## config.mk

```make
export PLATFORM = sky130hd
export DESIGN_NAME = pipeline_hazard_ctrl_flat
export DESIGN_NICKNAME = d
export VERILOG_FILES = /design/src/rtl/pipe_ctrl_pkg.sv /design/src/rtl/pipeline_hazard_ctrl_if.sv /design/src/rtl/pipe_scoreboard.sv /design/src/rtl/pipeline_hazard_ctrl.sv /design/src/flat_wrapper.sv
export SDC_FILE = /design/constraint.sdc
export NUM_CORES = 1
export LEC_CHECK = 0
export ABC_CLOCK_PERIOD_IN_PS = 2600
export BUFFER_PORTS_ARGS = -buffer_cell sky130_fd_sc_hd__buf_2
export CAP_MARGIN = 30
export CORE_MARGIN = 5
export CORE_UTILIZATION = 30
export DETAILED_ROUTE_END_ITERATION = 12
export GPL_TIMING_DRIVEN = 0
export PLACE_DENSITY = 0.57
export SLEW_MARGIN = 20
export SYNTH_ARGS = -nofsm -noshare
export SYNTH_HDL_FRONTEND = slang
export SYNTH_HIERARCHICAL = 1
export SYNTH_SLANG_ARGS = --single-unit
```

## constraint.sdc

```tcl
create_clock -name clk -period 2.6 [get_ports clk]
set_input_delay 0.26 -clock clk [delete_from_list [all_inputs] [get_ports clk]]
set_output_delay 0.26 -clock clk [all_outputs]
set_load 0.01 [all_outputs]
```

## src/rtl/pipe_ctrl_pkg.sv

```systemverilog
// Shared types for the pipeline hazard controller: scoreboard entry, forwarding
// select encodings, memory-wait FSM states and small match helpers.
package pipe_ctrl_pkg;

  localparam logic [1:0] FWD_RF  = 2'b00;
  localparam logic [1:0] FWD_MEM = 2'b01;
  localparam logic [1:0] FWD_WB  = 2'b10;

  typedef struct packed {
    logic       valid;
    logic       wb_en;
    logic       mem_r;
    logic [3:0] dest;
    logic [3:0] src1;
    logic       has1;
    logic [3:0] src2;
    logic       has2;
  } sb_entry_t;

  typedef enum logic {MEM_IDLE, MEM_WAIT} mem_state_e;

  function automatic logic src_match(input logic has, input logic [3:0] src,
                                     input logic [3:0] dest);
    return has && (src == dest);
  endfunction

  // MEM result is younger than WB, so it wins when both write the same register.
  function automatic logic [1:0] fwd_pick(input logic has, input logic [3:0] src,
                                          input sb_entry_t m, input sb_entry_t w);
    logic [1:0] sel;
    sel = FWD_RF;
    if (has && m.valid && m.wb_en && (m.dest == src)) begin
      sel = FWD_MEM;
    end else if (has && w.valid && w.wb_en && (w.dest == src)) begin
      sel = FWD_WB;
    end
    return sel;
  endfunction

endpackage

```

## src/rtl/pipeline_hazard_ctrl_if.sv

```systemverilog
// Control bundle between the core datapath (master) and the hazard controller (slave).
interface pipeline_hazard_ctrl_if #(parameter int CNT_W = 16);
  logic [3:0]       id_src1;
  logic [3:0]       id_src2;
  logic             id_has_src1;
  logic             id_has_src2;
  logic             id_wb_en;
  logic             id_mem_r_en;
  logic [3:0]       id_wb_dest;
  logic             exe_branch_taken;
  logic             mem_access_req;
  logic             mem_ready;
  logic             freeze_front;
  logic             flush_if_id;
  logic             flush_id_ex;
  logic             freeze_pipe;
  logic [1:0]       fwd_sel_a;
  logic [1:0]       fwd_sel_b;
  logic [CNT_W-1:0] stall_cnt;

  modport master (
    output id_src1, id_src2, id_has_src1, id_has_src2, id_wb_en, id_mem_r_en,
           id_wb_dest, exe_branch_taken, mem_access_req, mem_ready,
    input  freeze_front, flush_if_id, flush_id_ex, freeze_pipe, fwd_sel_a,
           fwd_sel_b, stall_cnt
  );

  modport slave (
    input  id_src1, id_src2, id_has_src1, id_has_src2, id_wb_en, id_mem_r_en,
           id_wb_dest, exe_branch_taken, mem_access_req, mem_ready,
    output freeze_front, flush_if_id, flush_id_ex, freeze_pipe, fwd_sel_a,
           fwd_sel_b, stall_cnt
  );
endinterface

```

## src/rtl/pipe_scoreboard.sv

```systemverilog
// Shadow copy of the EX/MEM/WB instructions; shifts when advance=1, EX takes a bubble on flush.
// Source fields are only retained when FORWARDING_EN is defined.
module pipe_scoreboard
  import pipe_ctrl_pkg::*;
(
  input  logic      clk,
  input  logic      rst,
  input  logic      advance,
  input  logic      bubble,
  input  sb_entry_t id_entry,
  output sb_entry_t ex_entry,
  output sb_entry_t mem_entry,
  output sb_entry_t wb_entry
);

  sb_entry_t ex_q, ex_d, mem_q, mem_d, wb_q, wb_d, id_cap;

  always_comb begin
    id_cap = id_entry;
`ifndef FORWARDING_EN
    id_cap.src1 = '0;
    id_cap.has1 = 1'b0;
    id_cap.src2 = '0;
    id_cap.has2 = 1'b0;
`endif
    ex_d  = ex_q;
    mem_d = mem_q;
    wb_d  = wb_q;
    if (advance) begin
      ex_d  = bubble ? '0 : id_cap;
      mem_d = ex_q;
      wb_d  = mem_q;
    end
  end

  always_ff @(posedge clk) begin
    if (rst) begin
      ex_q  <= '0;
      mem_q <= '0;
      wb_q  <= '0;
    end else begin
      ex_q  <= ex_d;
      mem_q <= mem_d;
      wb_q  <= wb_d;
    end
  end

`ifndef FORWARDING_EN
  logic src_unused;
  assign src_unused = ^{id_entry.src1, id_entry.has1, id_entry.src2, id_entry.has2};
`endif

  assign ex_entry  = ex_q;
  assign mem_entry = mem_q;
  assign wb_entry  = wb_q;

endmodule

```

## src/rtl/pipeline_hazard_ctrl.sv

```systemverilog
// Pipeline hazard controller: freeze/flush/forwarding decisions, combinational from scoreboard + inputs.
// FORWARDING_EN selects load-use-only stalls with EXE forwarding; otherwise any EX/MEM RAW stalls.
module pipeline_hazard_ctrl
  import pipe_ctrl_pkg::*;
#(
  parameter int CNT_W = 16
) (
  input  logic                  clk,
  input  logic                  rst,
  pipeline_hazard_ctrl_if.slave bus
);

  sb_entry_t  id_entry, ex_entry, mem_entry, wb_entry;
  mem_state_e mem_state_q, mem_state_d;
  logic [CNT_W-1:0] stall_cnt_q, stall_cnt_d;
  logic freeze_pipe, freeze_front, flush_if_id, flush_id_ex;
  logic ex_hit, mem_hit, stall, stall_counted;
  logic [1:0] fwd_sel_a, fwd_sel_b;

  always_comb begin
    id_entry       = '0;
    id_entry.valid = 1'b1;
    id_entry.wb_en = bus.id_wb_en;
    id_entry.mem_r = bus.id_mem_r_en;
    id_entry.dest  = bus.id_wb_dest;
    id_entry.src1  = bus.id_src1;
    id_entry.has1  = bus.id_has_src1;
    id_entry.src2  = bus.id_src2;
    id_entry.has2  = bus.id_has_src2;
  end

  pipe_scoreboard u_sb (
    .clk       (clk),
    .rst       (rst),
    .advance   (~freeze_pipe),
    .bubble    (flush_id_ex),
    .id_entry  (id_entry),
    .ex_entry  (ex_entry),
    .mem_entry (mem_entry),
    .wb_entry  (wb_entry)
  );

  assign freeze_pipe = ~rst & bus.mem_access_req & ~bus.mem_ready;

  always_comb begin
    ex_hit  = ex_entry.valid & ex_entry.wb_en &
              (src_match(bus.id_has_src1, bus.id_src1, ex_entry.dest) |
               src_match(bus.id_has_src2, bus.id_src2, ex_entry.dest));
    mem_hit = mem_entry.valid & mem_entry.wb_en &
              (src_match(bus.id_has_src1, bus.id_src1, mem_entry.dest) |
               src_match(bus.id_has_src2, bus.id_src2, mem_entry.dest));
`ifdef FORWARDING_EN
    stall = ex_hit & ex_entry.mem_r;
`else
    stall = ex_hit | mem_hit;
`endif
  end

  // A taken branch kills the dependent instruction anyway, so it overrides the stall.
  always_comb begin
    freeze_front  = 1'b0;
    flush_if_id   = 1'b0;
    flush_id_ex   = 1'b0;
    stall_counted = 1'b0;
    if (rst) begin
      freeze_front = 1'b0;
    end else if (freeze_pipe) begin
      freeze_front = 1'b1;
    end else if (bus.exe_branch_taken) begin
      flush_if_id = 1'b1;
      flush_id_ex = 1'b1;
    end else if (stall) begin
      freeze_front  = 1'b1;
      flush_id_ex   = 1'b1;
      stall_counted = 1'b1;
    end
  end

  always_comb begin
    stall_cnt_d = stall_cnt_q;
    if (stall_counted && (stall_cnt_q != {CNT_W{1'b1}})) begin
      stall_cnt_d = stall_cnt_q + 1'b1;
    end
  end

  always_comb begin
    mem_state_d = mem_state_q;
    case (mem_state_q)
      MEM_IDLE: if (bus.mem_access_req && !bus.mem_ready) mem_state_d = MEM_WAIT;
      MEM_WAIT: if (bus.mem_ready || !bus.mem_access_req) mem_state_d = MEM_IDLE;
      default:  mem_state_d = MEM_IDLE;
    endcase
  end

  always_ff @(posedge clk) begin
    if (rst) begin
      mem_state_q <= MEM_IDLE;
      stall_cnt_q <= '0;
    end else begin
      mem_state_q <= mem_state_d;
      stall_cnt_q <= stall_cnt_d;
    end
  end

  always_comb begin
    fwd_sel_a = FWD_RF;
    fwd_sel_b = FWD_RF;
`ifdef FORWARDING_EN
    if (!rst) begin
      fwd_sel_a = fwd_pick(ex_entry.has1, ex_entry.src1, mem_entry, wb_entry);
      fwd_sel_b = fwd_pick(ex_entry.has2, ex_entry.src2, mem_entry, wb_entry);
    end
`endif
  end

  logic sb_unused;
  assign sb_unused = ^{ex_entry, mem_entry, wb_entry, mem_hit};

  assign bus.freeze_front = freeze_front;
  assign bus.flush_if_id  = flush_if_id;
  assign bus.flush_id_ex  = flush_id_ex;
  assign bus.freeze_pipe  = freeze_pipe;
  assign bus.fwd_sel_a    = fwd_sel_a;
  assign bus.fwd_sel_b    = fwd_sel_b;
  assign bus.stall_cnt    = rst ? '0 : stall_cnt_q;

endmodule

```

## src/flat_wrapper.sv

```systemverilog
// flat-port wrapper written by rule: the top's interface ports become plain ports
module pipeline_hazard_ctrl_flat import pipe_ctrl_pkg::*;
#(
  parameter int CNT_W = 16
)
  (clk, rst, bus_id_src1, bus_id_src2, bus_id_has_src1, bus_id_has_src2, bus_id_wb_en, bus_id_mem_r_en, bus_id_wb_dest, bus_exe_branch_taken, bus_mem_access_req, bus_mem_ready, bus_freeze_front, bus_flush_if_id, bus_flush_id_ex, bus_freeze_pipe, bus_fwd_sel_a, bus_fwd_sel_b, bus_stall_cnt);
  pipeline_hazard_ctrl_if #(.CNT_W(CNT_W)) bus_i ();
  input  logic clk;
  input  logic rst;
  input wire logic [$bits(bus_i.id_src1)-1:0] bus_id_src1;
  input wire logic [$bits(bus_i.id_src2)-1:0] bus_id_src2;
  input wire logic [$bits(bus_i.id_has_src1)-1:0] bus_id_has_src1;
  input wire logic [$bits(bus_i.id_has_src2)-1:0] bus_id_has_src2;
  input wire logic [$bits(bus_i.id_wb_en)-1:0] bus_id_wb_en;
  input wire logic [$bits(bus_i.id_mem_r_en)-1:0] bus_id_mem_r_en;
  input wire logic [$bits(bus_i.id_wb_dest)-1:0] bus_id_wb_dest;
  input wire logic [$bits(bus_i.exe_branch_taken)-1:0] bus_exe_branch_taken;
  input wire logic [$bits(bus_i.mem_access_req)-1:0] bus_mem_access_req;
  input wire logic [$bits(bus_i.mem_ready)-1:0] bus_mem_ready;
  output wire logic [$bits(bus_i.freeze_front)-1:0] bus_freeze_front;
  output wire logic [$bits(bus_i.flush_if_id)-1:0] bus_flush_if_id;
  output wire logic [$bits(bus_i.flush_id_ex)-1:0] bus_flush_id_ex;
  output wire logic [$bits(bus_i.freeze_pipe)-1:0] bus_freeze_pipe;
  output wire logic [$bits(bus_i.fwd_sel_a)-1:0] bus_fwd_sel_a;
  output wire logic [$bits(bus_i.fwd_sel_b)-1:0] bus_fwd_sel_b;
  output wire logic [$bits(bus_i.stall_cnt)-1:0] bus_stall_cnt;
  assign bus_i.id_src1 = bus_id_src1;
  assign bus_i.id_src2 = bus_id_src2;
  assign bus_i.id_has_src1 = bus_id_has_src1;
  assign bus_i.id_has_src2 = bus_id_has_src2;
  assign bus_i.id_wb_en = bus_id_wb_en;
  assign bus_i.id_mem_r_en = bus_id_mem_r_en;
  assign bus_i.id_wb_dest = bus_id_wb_dest;
  assign bus_i.exe_branch_taken = bus_exe_branch_taken;
  assign bus_i.mem_access_req = bus_mem_access_req;
  assign bus_i.mem_ready = bus_mem_ready;
  assign bus_freeze_front = bus_i.freeze_front;
  assign bus_flush_if_id = bus_i.flush_if_id;
  assign bus_flush_id_ex = bus_i.flush_id_ex;
  assign bus_freeze_pipe = bus_i.freeze_pipe;
  assign bus_fwd_sel_a = bus_i.fwd_sel_a;
  assign bus_fwd_sel_b = bus_i.fwd_sel_b;
  assign bus_stall_cnt = bus_i.stall_cnt;
  pipeline_hazard_ctrl #(.CNT_W(CNT_W)) u_core (.clk(clk), .rst(rst), .bus(bus_i));
endmodule
```

==> results_dict.tcl, run 1 <==
set metrics [dict create \
    cts_resized 1 \
    finalSetupViolCount 0 \
    crit_type "flip-flop to output pin" \
    initial_core_util_pct 31.4 \
    cp_common_cell "buf_6" \
    postCtsSetupBuffers 0 \
    fin_nets 273 \
    ant_nets 0 \
    antenna_found_initial 0 \
    ir_drop_v 0.000187 \
    num_rows 27 \
    crit_path_cell_trace "xnor2_1, nand4_1, nor4_1, a41oi_1, and2_1, buf_6, buf_6, o21a_1, nor2_1, buf_2" \
    cts.path.max_buffers 2 \
    clk_pin_slew_worst_paths_ps 90 \
    cts.root.buffer_cell "clkbuf_8" \
    grt_pass1_vias 1512 \
    hold_viol_final 0 \
    die_w_um 86.4 \
    core_mm2 0.00557 \
    die_area_mm2 0.00746 \
    met1_length_um 1940 \
    overflow 0 \
    fmax_mhz 410 \
    via_per_inst 4.75 \
    reg2reg_from "u_core/u_sb/ex_entry[10]$_SDFFE_PP0P_" \
    multi_input_area_mm2 0.00106 \
    worstSetupEndpointType "output pin" \
    io_pins 45 \
    cap_violations 0 \
    crit_family "simple AND/OR/NAND/NOR gates" \
    whs_path_depth 3 \
    netlist_area_mm2 0.00175 \
    hold_path_end "u_core/u_sb/ex_entry[15]$_SDFFE_PP0P_" \
    holdWs_ps 242 \
    r2r_slack_ps 340 \
    min-delay-start "bus_id_wb_en" \
    finalMaxSlewViolations 0 \
    outcome "finished clean" \
    clock_latency_ps 270 \
    dr_total_vias 1528 \
    hold_path.class "primary input to flip-flop" \
    path_max_fanout 10 \
    r2r_cells 9 \
    drive_gt1_share_pct 29.6 \
    post-route-drc-count 0 \
    arrival_ps 2180 \
    slowest_delay_ps 350 \
    cts_tree "yes" \
    p_per_area_mw_per_mm2 397 \
    hold_buffers 0 \
    relSlewSlack_pct 63.5 \
    routed.top_layer "met4" \
    cts_buffers 3 \
    period_needed_ps 2440 \
    dr_wl_met2_um 2010 \
    fillers 611 \
    crit_buf_inv 3 \
    hpwl_um 3380 \
    clock-sinks 28 \
    finClkSkew_ps 2.95 \
    drtIter0Drc 33 \
    p_leak_nw 0.919 \
    worst_ep_required_time_ps 2340 \
    layout-area-overhead-vs-synth_pct 20.5 \
    die_y_um 86.4 \
    cpMaxStageDelayCell "dfxtp_2" \
    grt_max_degree 16 \
    yosys_warnings 6 \
    rsz0062_at_grt "false" \
    pre_cts_ws_ps 203 \
    antenna_cells 0 \
    r2r-end "u_core/stall_cnt_q[3]$_SDFFE_PP0P_" \
    globalplace.congestion 0.799 \
    grt_first_pass_wirelength_um 7040 \
    avgSynthCellArea_um2 8.54 \
    drt-total-wl_um 4220 \
    worst_slack_ps 161 \
    period_share_pct 93.8 \
    h-tree-depth 1 \
    setup_tns_ps 0 \
    worst_slew_pin_slew_ps 534 \
    ff_latch_area_um2 562 \
    synth_cells 205 \
    port_buffers 38 \
    wl_met3_um 223 \
    dr.pass1.iters 4 \
    cp-start-kind "flip-flop" \
    drt-wirelength-per-cell_um 13.1 \
    grt_use_total_pct 11.5 \
    p_total_uw 838 \
]
[per-layer routing]
layer / track usage, % / vias up
li1: - / 796
met1: 14.7 / 698
met2: 19.8 / 30
met3: 2.19 / 4
met4: 2.97 / 0
met5: 0 / -
[cells in the final DEF (no fill, tap or decap), drive strengths merged]
cell type / count
a2111oi: 1
a21oi: 10
a31o: 1
a31oi: 1
a41oi: 1
and2: 1
and3: 2
buf: 49
clkbuf: 9
conb: 5
dfxtp: 28
ha: 1
inv: 4
mux2: 12
mux2i: 6
nand2: 6
nand2b: 8
nand3: 6
nand3b: 6
nand4: 11
nor2: 26
nor2b: 17
nor3: 4
nor4: 9
o21a: 1
o21ai: 2
or2: 2
or3: 1
or4: 2
or4b: 1
xnor2: 7
xor2: 10
[through the flow]
stage,cells,util [%],cell area (um^2)
floorplan,208,-,1760
global placement,318,36.6,2040
finish,322,37.8,2110
detailed placement,318,36.6,2040
global route,322,37.8,2110
CTS,322,37.7,2100
[worst max path at each step]
stage	start	end	slack, ps	depth (start not counted)
detailed placement	bus_id_src1[0]	bus_flush_id_ex	200	10
finish	u_core/u_sb/ex_entry[10]$_SDFFE_PP0P_	bus_freeze_front	160	10
CTS	u_core/u_sb/ex_entry[10]$_SDFFE_PP0P_	bus_flush_id_ex	40	9
floorplan	u_core/u_sb/ex_entry[10]$_SDFFE_PP0P_	u_core/u_sb/ex_entry[12]$_SDFFE_PP0P_	610	10
global placement	bus_id_src1[0]	bus_flush_id_ex	260	10
global route	u_core/u_sb/ex_entry[10]$_SDFFE_PP0P_	bus_freeze_front	30	10
[worst min-delay path: stages]
cell      delay (ps)
buf_2             90
nand3b_1          70
a21oi_1           60
[where the power goes]
part           internal (mW)  switching [mW]  total [mW]
combinational         0.0535          0.0622       0.116
clock                  0.136           0.136       0.271
sequential             0.439          0.0116       0.450
[registers in the layout, summed over array words and instances, names as in the netlist]
register               count
u_core/stall_cnt_q        16
u_core/u_sb/ex_entry       6
u_core/u_sb/mem_entry      6
[area by class of cell]
| class | count | share of cell area [%] |
|---|---|---|
| flip-flops and latches | 28 | 26.6 |
| inverters | 4 | 0.712 |
| repair buffers | 38 | 9.02 |
| clock buffers | 4 | 2.61 |
| well taps | 72 | 4.27 |
| multi-input cells | 160 | 50.5 |
| plain buffers | 16 | 6.29 |
No activity file was read; power rests on OpenSTA's default activity.
==> inputs of run 2 (changes only) <==
--- a/config.mk
+++ b/config.mk
@@ -12,9 +12,8 @@
 export CORE_UTILIZATION = 30
 export DETAILED_ROUTE_END_ITERATION = 12
 export GPL_TIMING_DRIVEN = 0
-export PLACE_DENSITY = 0.57
-export SLEW_MARGIN = 20
+export PLACE_DENSITY = 0.59
+export SLEW_MARGIN = 10
 export SYNTH_ARGS = -nofsm -noshare
 export SYNTH_HDL_FRONTEND = slang
-export SYNTH_HIERARCHICAL = 1
 export SYNTH_SLANG_ARGS = --single-unit
==> run 2 against run 1 <==
Net effect: synthesized cell count decreased by 5.9%; synthesized area decreased by 6.1%; sequential power decreased by 1%; combinational power decreased by 24%; first-iteration DRC count increased by 97%; clock power decreased by 12%; global-route usage increased by 0.21 points; largest power group unchanged; highest routed layer unchanged; critical path depth decreased by 1; via count decreased by 4.4%.
==> results_dict.tcl, run 2 <==
set metrics [dict create \
    synth_cells 193 \
    cts.path.max_buffers 2 \
    cp-start-kind "flip-flop" \
    clock_latency_ps 280 \
    drt-total-wl_um 4020 \
    path_max_fanout 10 \
    via_per_inst 4.71 \
    yosys.area.top_type "dfxtp_1" \
    cts.root.buffer_cell "clkbuf_8" \
    io_pins 45 \
    die_w_um 84.0 \
    setup_tns_ps 0 \
    ys.flop_type "dfxtp_1" \
    dpl.cell_count 307 \
    outcome "finished clean" \
    hold_buffers 0 \
    dr.pass1.iters 4 \
    rsz0062_at_grt "false" \
    finalSetupViolCount 0 \
    worst_ep_required_time_ps 2340 \
    grt_pass1_vias 1452 \
    synth_seq_cells 28 \
    core_mm2 0.00541 \
    crit_type "flip-flop to output pin" \
    grt_use_total_pct 11.7 \
    cts_buffers 3 \
    final_common_cell "buf_2" \
    finalMaxSlewViolations 0 \
    synth_top_area_share_pct 34.1 \
    port_buffers 39 \
    die_y_um 84.0 \
    ant_nets 0 \
    relSlewSlack_pct 59.5 \
    clock-sinks 28 \
    avgSynthCellArea_um2 8.52 \
    hpwl_um 3200 \
    synthTopCellsByArea "dfxtp_1 (34%), xor2_1 (6.4%), mux2_2 (6.2%)" \
    initial_core_util_pct 30.4 \
    h-tree-depth 1 \
    hold_path.class "primary input to flip-flop" \
    drive_gt1_share_pct 28.2 \
    cts_tree "yes" \
    fin_nets 262 \
    synth_edf_count 0 \
    period_share_pct 83.5 \
    ir_drop_v 0.000213 \
    netlist_area_mm2 0.00164 \
    p_per_area_mw_per_mm2 389 \
    drt-wirelength-per-cell_um 13.0 \
    grt_first_pass_wirelength_um 6970 \
    cap_violations 0 \
    yosys_warnings 0 \
    post-route-drc-count 0 \
    finClkSkew_ps 5.90 \
    layout-area-overhead-vs-synth_pct 20.5 \
    worstSetupEndpointType "output pin" \
    grt_max_degree 15 \
    arrival_ps 1910 \
    regMostFlops "u_core.stall_cnt_q" \
    overflow 0 \
    cts_resized 0 \
    antenna_cells 0 \
    p_leak_nw 0.909 \
    finalNonFillerCells 310 \
    fillers 601 \
    num_rows 27 \
    hold_viol_final 0 \
    synth.distinct_cells 36 \
    largest_register_ffs 16 \
    dr_total_vias 1461 \
    fmax_mhz 461 \
    synth_common_cells "dfxtp_1 (28), nor2_1 (23), nand2_1 (19)" \
    die_area_mm2 0.00706 \
    synth.most_common_cell "dfxtp_1" \
    final_cell_mix "buf_2 (39), dfxtp_1 (28), nor2_1 (23), nand2_1 (19), nor2b_1 (14)" \
    period_needed_ps 2170 \
    globalplace.congestion 0.738 \
    drtIter0Drc 65 \
    antenna_found_initial 0 \
    yosysSeqAreaShare_pct 34.1 \
    worst_slew_pin_slew_ps 603 \
    postCtsSetupBuffers 0 \
    clk_pin_slew_worst_paths_ps 90 \
    async_reset_ff_share_pct 0 \
]
run 2: cells by family (layout without fill, tap and decap cells):
group / Yosys count / after routing / share of synthesized area, %
xor gates and xnor gates: 16 / 16 / 8.52
and+or+nand+nor: 98 / 98 / 33.3
AOI/OAI and AO/OA: 20 / 20 / 8.30
DFF: 28 / 28 / 34.1
other: 1 / 4 / 0.228
buffers and inverters: 15 / 57 / 4.57
adders and majority gates: 1 / 1 / 0.761
muxes: 14 / 14 / 10.3
run 2: cell type report:
| class | instances | area, um^2 | share of cell area (%) |
|---|---|---|---|
| timing repair buffer | 39 | 195 | 9.85 |
| multi-input combinational | 153 | 1020 | 51.5 |
| sequential | 28 | 561 | 28.3 |
| clock buffer | 3 | 41.3 | 2.08 |
| tap | 72 | 90.1 | 4.55 |
| buffer | 11 | 60.1 | 3.03 |
| inverter | 4 | 15.0 | 0.758 |
run 2: worst max-delay path, cell delays in order, from the launching register on:
cell	delay (ps)
dfxtp_1	420
xnor2_1	140
nand4_1	120
nor4_1	180
nor2_1	120
nand2_1	130
buf_4	190
nand2b_1	70
a21oi_1	140
buf_2	150
run 2: worst paths after layout:
check,depth (start not counted),slack [ps],startpoint,end
worst max-delay path,9,430,u_core.u_sb.ex_entry[12]$_SDFFE_PP0N_,bus_freeze_front
worst min-delay path,2,200,bus_id_wb_dest[1],u_core.u_sb.ex_entry[11]$_SDFFE_PP0N_
worst max register to register,7,640,u_core.u_sb.ex_entry[12]$_SDFFE_PP0N_,u_core.stall_cnt_q[3]$_SDFFE_PP0P_
worst min register to register,2,480,u_core.u_sb.mem_entry[15]$_SDFFE_PP0N_,u_core.u_sb.mem_entry[15]$_SDFFE_PP0N_
run 2: power by group:
group | internal, mW | leakage (nW) | switching (mW)
Combinational | 0.0380 | 0.661 | 0.0497
Sequential | 0.436 | 0.227 | 0.00849
Clock | 0.104 | 0.0216 | 0.134
Total | 0.578 | 0.909 | 0.192
run 2: metrics by stage:
step | power, mW | hold WS (ps) | setup WS [ps] | cell area, um^2 | util (%)
2_1_floorplan | 0.505 | 386 | 896 | 1660 | -
3_3_place_gp | 0.541 | 456 | 585 | 1940 | 35.9
3_5_place_dp | 0.543 | 464 | 626 | 1940 | 35.9
4_1_cts | 0.777 | 193 | 394 | 1980 | 36.7
5_1_grt | 0.807 | 198 | 208 | 1980 | 36.7
6_report | 0.770 | 195 | 430 | 1980 | 36.7
run 2: routing by layer:
metal | wire length, um | track usage, % | part of all wire [%] | vias to the layer above
met1 | 1970 | 16.2 | 49 | 663
met5 | 0 | 0 | 0 | -
met4 | 14 | 1.32 | 0.35 | 0
li1 | - | - | - | 757
met2 | 1800 | 18.8 | 45 | 39
met3 | 236 | 3.26 | 5.9 | 2
==> inputs of run 3 (changes only) <==
--- a/config.mk
+++ b/config.mk
@@ -5,14 +5,15 @@
 export SDC_FILE = /design/constraint.sdc
 export NUM_CORES = 1
 export LEC_CHECK = 0
-export ABC_CLOCK_PERIOD_IN_PS = 2600
+export ABC_AREA = 1
+export ABC_CLOCK_PERIOD_IN_PS = 1950
 export BUFFER_PORTS_ARGS = -buffer_cell sky130_fd_sc_hd__buf_2
 export CAP_MARGIN = 30
 export CORE_MARGIN = 5
 export CORE_UTILIZATION = 30
 export DETAILED_ROUTE_END_ITERATION = 12
 export GPL_TIMING_DRIVEN = 0
-export PLACE_DENSITY = 0.59
+export PLACE_DENSITY = 0.6
 export SLEW_MARGIN = 10
 export SYNTH_ARGS = -nofsm -noshare
 export SYNTH_HDL_FRONTEND = slang
==> constraint.sdc (replaced) <==
create_clock -name clk -period 1.95 [get_ports clk]
set_input_delay 0.195 -clock clk [delete_from_list [all_inputs] [get_ports clk]]
set_output_delay 0.195 -clock clk [all_outputs]
set_load 0.01 [all_outputs]
==> run 3 against run 2 <==
Net effect: die area rose by 9.0%; non-clock buffer count rose by 1; largest power group unchanged; global-route usage rose by 0.27 points; highest routed layer unchanged; first-iteration DRC count rose by 69%; worst setup slack got worse by 270 ps; worst hold slack got worse by 90 ps; final area rose by 11%; sequential power rose by 35%.
==> results_dict.tcl, run 3 <==
set metrics [dict create \
    clock-sinks 28 \
    largest_register_ffs 16 \
    globalplace.congestion 0.850 \
    grt_max_degree 15 \
    outcome "finished clean" \
    synth-simple-area-share_pct 45.6 \
    r2r_slack_ps 260 \
    muxShareOfSynthArea_pct 0 \
    hold_path.class "primary input to flip-flop" \
    setup_tns_ps 0 \
    finalMaxSlewViolations 0 \
    synth_top_family_by_area "simple AND/OR/NAND/NOR gates" \
    worst_slack_ps 165 \
    antenna_cells 0 \
    slowest_delay_ps 370 \
    dr_total_vias 1869 \
    p_total_mw 1.07 \
    r2r-end "u_core.stall_cnt_q[10]$_SDFFE_PP0P_" \
    async_reset_ff_share_pct 0 \
    synth_top_area_share_pct 30.9 \
    worstSetupEndpointType "output pin" \
    period_needed_ps 1780 \
    synthTopCellsByArea "dfxtp_1 (31%), nand2_1 (19%), nor2_1 (14%)" \
    ys.flop_type "dfxtp_1" \
    arrival_ps 1590 \
    grt_pass1_vias 1707 \
    ant_nets 0 \
    hold_path_end "u_core.u_sb.ex_entry[15]$_SDFFE_PP0N_" \
    avgSynthCellArea_um2 5.90 \
    synth_common_cells "nand2_1 (91), nor2_1 (69), inv_1 (46)" \
    antenna_found_initial 0 \
    synth_edf_count 0 \
    p_leak_nw 1.10 \
    io_pins 45 \
    synth_seq_cells 28 \
    drt-total-wl_um 4500 \
    whs_path_depth 3 \
    finalSetupViolCount 0 \
    period_share_pct 91.5 \
    pre_cts_ws_ps 265 \
    drt-wirelength-per-cell_um 10.4 \
    die_w_um 87.7 \
    yosys_warnings 0 \
    cpMaxStageDelayCell "dfxtp_2" \
    clockPowerShare_pct 29.6 \
    die_y_um 87.7 \
    crit_type "flip-flop to output pin" \
    post-route-drc-count 0 \
    hpwl_um 3450 \
    initial_core_util_pct 30.8 \
    r2r_cells 10 \
    cap_violations 0 \
    cts_tree "yes" \
    layout-area-overhead-vs-synth_pct 21.6 \
    final_cell_mix "nand2_1 (90), nor2_1 (68), inv_1 (46), buf_2 (41), dfxtp_1 (23)" \
    hold_viol_final 0 \
    synthAdderAreaFrac_pct 0.691 \
    crit_family "simple AND/OR/NAND/NOR gates" \
    yosys.area.top_type "dfxtp_1" \
    fillers 661 \
    grt_use_total_pct 12.0 \
    intPower_uw 786 \
    yosysSeqAreaShare_pct 30.9 \
    synth.most_common_cell "nand2_1" \
    cts.path.max_buffers 2 \
    via_per_inst 4.34 \
    netlist_area_mm2 0.00181 \
    h-tree-depth 1 \
    port_buffers 39 \
    cp_common_cell "nand2_1" \
    synth_cells 307 \
    synth.distinct_cells 28 \
    die_area_mm2 0.00769 \
    cts.root.buffer_cell "clkbuf_8" \
    path_max_fanout 6 \
    fmax_mhz 560 \
    reg2reg_from "u_core.stall_cnt_q[0]$_SDFFE_PP0P_" \
    synth_compound_area_share_pct 6.70 \
    min-delay-start "bus_id_wb_en" \
    dr.pass1.iters 4 \
    swShare_pct 26.6 \
    clock_latency_ps 270 \
    drive_gt1_share_pct 21.9 \
    crit_buf_inv 2 \
    final_common_cell "nand2_1" \
    fin_nets 380 \
    overflow 0 \
    grt_first_pass_wirelength_um 7470 \
    p_comb_share_pct 14.3 \
    clk_pin_slew_worst_paths_ps 90 \
    cp-start-kind "flip-flop" \
    p_switching_uw 284 \
    num_rows 28 \
    ir_drop_v 0.000311 \
    regMostFlops "u_core.stall_cnt_q" \
    synth_xor_area_share_pct 2.42 \
    finClkSkew_ps 4.08 \
    rsz0062_at_grt "false" \
    crit_path_cell_trace "inv_2, nand2_1, nand2_1, nor2_2, nand3_1, nand2_1, nand2_1, nand2_4, nand2_2, a21oi_2, buf_2" \
    drtIter0Drc 110 \
    seqPwrFrac_pct 56.1 \
    worst_ep_required_time_ps 1750 \
    core_mm2 0.00589 \
    cts_buffers 3 \
    p_per_area_mw_per_mm2 486 \
]
[run 3: cell types whose count changed after synthesis, sizes merged, moves of 5 or more]
cell / before / now
xor2: 12 / 1
a21oi: 10 / 1
o21ai: 0 / 13
mux2: 14 / 0
and3: 8 / 0
nor2b: 14 / 0
nand2: 20 / 94
clkbuf: 6 / 1
nand3: 5 / 11
nor2: 25 / 76
inv: 4 / 51
[run 3: kinds of logic after synthesis]
kind of cell             Yosys count
AND/OR/NAND/NOR                  191
buffers and inverters             60
flip-flops                        28
AO/OA/AOI/OAI                     21
XOR/XNOR                           5
adder cells (fa/ha/maj)            1
other                              1
[run 3: layout make-up]
class	count	area (um^2)	share of cell area (%)
Tap cell	75	93.8	4.26
Clock buffer	3	41.3	1.87
Timing Repair Buffer	43	225	10.2
Inverter	52	195	8.86
Buffer	8	47.5	2.16
Sequential cell	28	567	25.7
Multi-Input combinational cell	222	1030	46.9
[run 3: power by group through the flow]
stage	clock, mW	sequential (mW)	combinational, mW
after CTS	0.333	0.600	0.149
after floorplan	0	0.610	0.0996
after global routing	0.354	0.604	0.174
final	0.317	0.601	0.153
after detailed placement	0	0.613	0.148
after global placement	0	0.613	0.149
[run 3: layer usage]
layer / GRT usage [%] / share of wire [%] / vias up
met5: 0 / 0 / -
met4: 2.65 / 1.2 / 0
met3: 1.98 / 7.4 / 4
met2: 20.1 / 44 / 48
met1: 16.2 / 47 / 797
li1: - / - / 1020
[run 3: how the worst max path moves through the flow]
| stage | from | endpoint | slack, ps | cells past startpoint |
|---|---|---|---|---|
| finish | u_core.u_sb.mem_entry[10]$_SDFFE_PP0N_ | bus_freeze_front | 170 | 11 |
| detailed placement | u_core.stall_cnt_q[0]$_SDFFE_PP0P_ | u_core.stall_cnt_q[10]$_SDFFE_PP0P_ | 260 | 10 |
| global placement | rst | bus_freeze_front | 240 | 6 |
| CTS | u_core.u_sb.mem_entry[10]$_SDFFE_PP0N_ | bus_freeze_front | 40 | 11 |
| global route | u_core.u_sb.mem_entry[11]$_SDFFE_PP0N_ | bus_freeze_front | 40 | 11 |
| floorplan | u_core.stall_cnt_q[0]$_SDFFE_PP0P_ | u_core.stall_cnt_q[14]$_SDFFE_PP0P_ | 490 | 10 |
[run 3: timing repair]
item,4_1_cts,5_1_grt
hold buffers,0,0
endpoints found under the setup margin,0,2
resized for setup,0,9
setup buffers,0,4
[run 3: worst register-to-register path: cells and delay by family (launching register included)]
| family | cells | cell delay (ps) |
|---|---|---|
| buffers and inverters | 1 | 50 |
| DFF | 1 | 370 |
| adders and majority gates | 1 | 170 |
| and+or+nand+nor | 8 | 1010 |
[run 3: metrics by stage]
stage | hold WS, ps | cells | utilization (%) | cell area [um^2]
floorplan | 298 | 310 | - | 1820
global placement | 386 | 424 | 35.9 | 2110
detailed placement | 385 | 424 | 35.9 | 2110
CTS | 94.6 | 427 | 36.6 | 2150
global route | 111 | 431 | 37.4 | 2200
finish | 105 | 431 | 37.4 | 2200
